[src/rtl/elevator_request_tracker.sv]
// Latches hall/car calls per floor, tracks the car floor from arrival pulses,
// and presents calls to the controllers relative to the car (at / above / below).
module elevator_request_tracker #(
    parameter int N_FLOORS    = 3,
    parameter int FLOOR_W     = 2,
    parameter int RESET_FLOOR = 0
) (
    input  logic                clk,
    input  logic                reset_n,
    input  logic [N_FLOORS-1:0] hall_up_btn,
    input  logic [N_FLOORS-1:0] hall_down_btn,
    input  logic [N_FLOORS-1:0] car_btn,
    input  logic                arrive,
    input  logic                open_cur,
    input  logic [1:0]          dir_cur,
    output logic [2:0]          button_up,
    output logic [2:0]          button_down,
    output logic [2:0]          button_in,
    output logic [FLOOR_W-1:0]  floor_idx,
    output logic                pending_any,
    output logic                range_err
);

    localparam logic [FLOOR_W-1:0]  TOP_FLOOR = FLOOR_W'(N_FLOORS - 1);
    localparam logic [FLOOR_W-1:0]  RST_FLOOR = FLOOR_W'(RESET_FLOOR);
    // No hall-up call exists at the top floor and no hall-down call at floor 0.
    localparam logic [N_FLOORS-1:0] UP_MASK   = ~(N_FLOORS'(1) << (N_FLOORS - 1));
    localparam logic [N_FLOORS-1:0] DN_MASK   = ~N_FLOORS'(1);

    logic [N_FLOORS-1:0] up_q, up_d;
    logic [N_FLOORS-1:0] dn_q, dn_d;
    logic [N_FLOORS-1:0] car_q, car_d;
    logic [N_FLOORS-1:0] up_prev_q, dn_prev_q, car_prev_q;
    logic [FLOOR_W-1:0]  floor_q, floor_d;
    logic                range_err_q, range_err_d;

    logic                go_up, go_dn;
    logic [N_FLOORS-1:0] here;
    logic [N_FLOORS-1:0] clr_up, clr_dn, clr_car;
    logic [N_FLOORS-1:0] rise_up, rise_dn, rise_car;

    // Direction 11 decodes to neither, so it behaves exactly like stop.
    assign go_up = (dir_cur == 2'b01);
    assign go_dn = (dir_cur == 2'b10);

    always_comb begin
        here = '0;
        for (int i = 0; i < N_FLOORS; i++) begin
            here[i] = (floor_q == FLOOR_W'(i));
        end
    end

    assign clr_car = open_cur             ? here : '0;
    assign clr_up  = (open_cur && !go_dn) ? here : '0;
    assign clr_dn  = (open_cur && !go_up) ? here : '0;

    assign rise_up  = hall_up_btn   & ~up_prev_q  & UP_MASK;
    assign rise_dn  = hall_down_btn & ~dn_prev_q  & DN_MASK;
    assign rise_car = car_btn       & ~car_prev_q;

    // A fresh press wins over a same-edge service clear.
    assign up_d  = (up_q  & ~clr_up)  | rise_up;
    assign dn_d  = (dn_q  & ~clr_dn)  | rise_dn;
    assign car_d = (car_q & ~clr_car) | rise_car;

    always_comb begin
        floor_d     = floor_q;
        range_err_d = range_err_q;
        if (arrive) begin
            if (go_up) begin
                if (floor_q == TOP_FLOOR) begin
                    range_err_d = 1'b1;
                end else begin
                    floor_d = floor_q + FLOOR_W'(1);
                end
            end else if (go_dn) begin
                if (floor_q == '0) begin
                    range_err_d = 1'b1;
                end else begin
                    floor_d = floor_q - FLOOR_W'(1);
                end
            end
        end
    end

    always_ff @(posedge clk) begin
        if (!reset_n) begin
            up_q        <= '0;
            dn_q        <= '0;
            car_q       <= '0;
            // All-ones history masks buttons held through reset.
            up_prev_q   <= '1;
            dn_prev_q   <= '1;
            car_prev_q  <= '1;
            floor_q     <= RST_FLOOR;
            range_err_q <= 1'b0;
        end else begin
            up_q        <= up_d;
            dn_q        <= dn_d;
            car_q       <= car_d;
            up_prev_q   <= hall_up_btn;
            dn_prev_q   <= hall_down_btn;
            car_prev_q  <= car_btn;
            floor_q     <= floor_d;
            range_err_q <= range_err_d;
        end
    end

    function automatic logic [2:0] rel_map(input logic [N_FLOORS-1:0] p,
                                           input logic [FLOOR_W-1:0]  f);
        logic [2:0] r;
        r = 3'b000;
        for (int i = 0; i < N_FLOORS; i++) begin
            if (f == FLOOR_W'(i)) begin
                r[0] = r[0] | p[i];
            end else if (f < FLOOR_W'(i)) begin
                r[1] = r[1] | p[i];
            end else begin
                r[2] = r[2] | p[i];
            end
        end
        return r;
    endfunction

    assign button_up   = rel_map(up_q, floor_q);
    assign button_down = rel_map(dn_q, floor_q);
    assign button_in   = rel_map(car_q, floor_q);
    assign floor_idx   = floor_q;
    assign pending_any = |{up_q, dn_q, car_q};
    assign range_err   = range_err_q;

endmodule
[config.mk]
export PLATFORM = sky130hd
export DESIGN_NAME = elevator_request_tracker
export DESIGN_NICKNAME = d
export VERILOG_FILES = /design/src/rtl/elevator_request_tracker.sv
export SDC_FILE = /design/constraint.sdc
export NUM_CORES = 1
export LEC_CHECK = 0
export CAP_MARGIN = 0
export CORE_MARGIN = 4
export CORE_UTILIZATION = 30
export CTS_BUF_LIST = sky130_fd_sc_hd__clkbuf_4 sky130_fd_sc_hd__clkbuf_8
export CTS_CLUSTER_SIZE = 24
export DETAILED_ROUTE_END_ITERATION = 10
export MAX_ROUTING_LAYER = met4
export PLACE_DENSITY_LB_ADDON = 0.08
export SLEW_MARGIN = 20
export SYNTH_ARGS = -nofsm -noshare
export SYNTH_HDL_FRONTEND = slang
export SYNTH_SLANG_ARGS = --single-unit
[constraint.sdc]
create_clock -name clk -period 1.56 [get_ports clk]
set_clock_uncertainty 0.1 [all_clocks]
set_input_delay 0.312 -clock clk [delete_from_list [all_inputs] [get_ports clk]]
set_output_delay 0.312 -clock clk [all_outputs]
set_load 0.05 [all_outputs]
==> run metrics <==
drt drc=0; MaxCap Viol Count=0; pwr dens=741 nW/µm²; Syn-to-layout area delta=78.8%; fmax=508 MHz; Yosys top cell by area=dfxtp_1; highest routed layer=met4; GP Congestion=0.851; number of synthesis warnings=0; fin crit period=1.97 ns; worst r2r dst=floor_idx[1]; number of synthesized register bits=19; met3 WL=103 µm; overall routing resource usage=0.119; Leak=0.678 nW; CP Max Fanout=6; total congestion overflow=0; Ant. Diodes=0; Max VDD drop=363 µV; post-route setup slack=-0.408 ns; hold_buf cts=0; Post-Syn Area=946 µm²; number of hold violations in the final report=0; area of the multi-input gates=663 µm²; Num CTS Buffers=3; CP Data Arrival Time=1.56 ns; CORE AREA=3030 µm²; dpl cells=186; Sink Count=19; adder-cell area share of the yosys netlist=0.0661; Cell Count, Final, Fillers Out=195; mean routed wirelength per cell=11.7 µm; M1 WL=1090 µm; crit path capture type=primary output; worst path bufs/invs=3; Avg Cell Area, Syn=8.84 µm²; I/O Buffers=25; post-synthesis xor/xnor area fraction=0.00926; I/O pin count=28; Worst R2R Path Depth=6; Worst Path Required=1.15 ns; Simple-Gate Fraction of Synth Area=0.226; die height=64.2 µm; filler instances=287; Crit path depth=5; root cell of the clock tree=clkbuf_4; Initial Util=0.312; largest family of logic cells by synthesized area=simple AND/OR/NAND/NOR gates; Layout Nets=172; syn nets=127; die area=4120 µm²; Tot Pwr=1.25 mW; RSZ-0062 raised after global routing=true; CP max stage delay=0.39 ns; worst skew pair latency=0.30 ns; Worst R2R Setup Slack=0.10 ns; startpoint types=register; max-slew violation count=0; share of the synthesized area in the top cell type=0.402; largest net degree at the start of global routing=20; setup violators final=10; first-pass GRT wire length=3800 µm; Worst R2R Start=floor_idx[0]; die width=64.2 µm; initial drt markers=32; critical path's top delay family=flip-flops; drt first pass iters=4; slowest CP cell=dfxtp_4; slew margin rel.=0.754; min-delay worst type=reg2reg; Met2 Wirelength=1060 µm; outcome=complete, but fails checks; hold path depth=2; vias in the first global route=876; Setup TNS=-3.44 ns; vias post-DR=894; Worst Max-Slew Pin Slew=0.369 ns; asr flop ratio synth=0; count leader, synth=dfxtp_1; H-tree depth=1; CP endpoint=button_up[0]; row count=20; Yosys cell types=24; cells after synthesis=107; Commonest cells post-synth=dfxtp_1, nor2b_1, a21oi_1; sequential area share after synthesis=0.402; crit-path cells=inv_4 > ha_4 > a222oi_1 > inv_2 > buf_12; Reg area=398 µm²; Routed Antenna Nets=0; final period utilization=1.26; WS Path Type=reg2out; detailed-route wire length=2290 µm; top post-synthesis cells by area=dfxtp_1, nor2b_1, ha_1; multiplexer share of the synthesized area=0.0265; Worst-path clk slew=0.11 ns; Synth Flop Type=dfxtp_1; initial antenna violation count=0; Clock Tree Buf Depth=2; CTS tree=done; HPWL Detailed=1670 µm; post-synthesis compound-gate area fraction=0.213; share of cells above drive strength 1=0.430; Hold Slack=0.416 ns; EDFF count, synth=0; Via density=4.58; failing checks=negative setup slack; CP startpoint=floor_idx[0]
-- per-stage QoR --
stage | setup slack, ns | util | instance area (µm²)
final | -0.408 | 0.559 | 1690
after global routing | -0.543 | 0.559 | 1690
after CTS | -0.442 | 0.543 | 1640
after detailed placement | -0.258 | 0.500 | 1520
after global placement | -0.233 | 0.500 | 1520
after floorplan | -0.147 | - | 1020
-- final cells by class --
type                            count  area share
Clock buffer                        3      0.0133
Clock inverter                      1     0.00296
Timing Repair Buffer               43       0.302
Sequential cell                    19       0.235
Multi-Input combinational cell     77       0.392
Tap cell                           44      0.0325
Inverter                            8      0.0222
-- timing repair --
action | 4_1_cts | 5_1_grt
pin swaps | 9 | 9
resized for setup | 19 | 8
endpoints found under the setup margin | 10 | 11
setup buffers | 3 | 2
-- power breakdown --
part           total (mW)  leakage, nW  switching [mW]  internal [mW]
combinational       0.463        0.499           0.219          0.244
clock               0.255       0.0177           0.160         0.0956
sequential          0.536        0.160          0.0283          0.508
-- flip-flops by register name, summed over array words and instances (netlist names) --
signal	flops
car_prev_q	3
car_q	3
dn_q	3
up_q	3
dn_prev_q	2
floor_idx	2
up_prev_q	2
range_err	1
-- placed cells by master (no fill, tap or decap), drive strengths merged --
cell / count
dfxtp: 19
a21boi: 6
nor4: 1
nor3: 1
inv: 8
a222oi: 3
nor2b: 16
nor2: 2
nand3: 3
xnor2: 1
nand2b: 8
a22o: 3
nand2: 8
o21ai: 5
mux2: 1
mux2i: 1
o21a: 4
clkbuf: 3
ha: 5
a21oi: 9
buf: 31
clkinv: 1
clkdlybuf4s50: 12
-- worst min-delay path by stage --
stage,start,to
6_report,dn_q[0],dn_q[0]
5_1_grt,up_q[2],up_q[2]
4_1_cts,dn_q[0],dn_q[0]
3_5_place_dp,dn_q[0],dn_q[0]
3_3_place_gp,dn_q[0],dn_q[0]
2_1_floorplan,reset_n,car_prev_q[0]
-- worst register-to-register path, delay by kind of cell (launching register included) --
family          cells  cell delay (ns)
mux                 1             0.27
flops               1             0.39
buf+inv             2             0.21
fa+ha+maj           1             0.19
compound gates      2             0.20
-- layer usage --
layer | vias to the layer above | global-route usage
li1 | 453 | -
met1 | 416 | 0.141
met2 | 21 | 0.196
met3 | 4 | 0.0211
met4 | 0 | 0.0554
met5 | - | -
-- logic make-up after synthesis --
kind of cell               count (synthesis)
and+or+nand+nor                           39
AOI/OAI and AO/OA                         30
DFF                                       19
buffers and inverters                     11
adders and majority gates                  5
muxes                                      2
xor gates and xnor gates                   1
(Power assumes the default switching activity.)
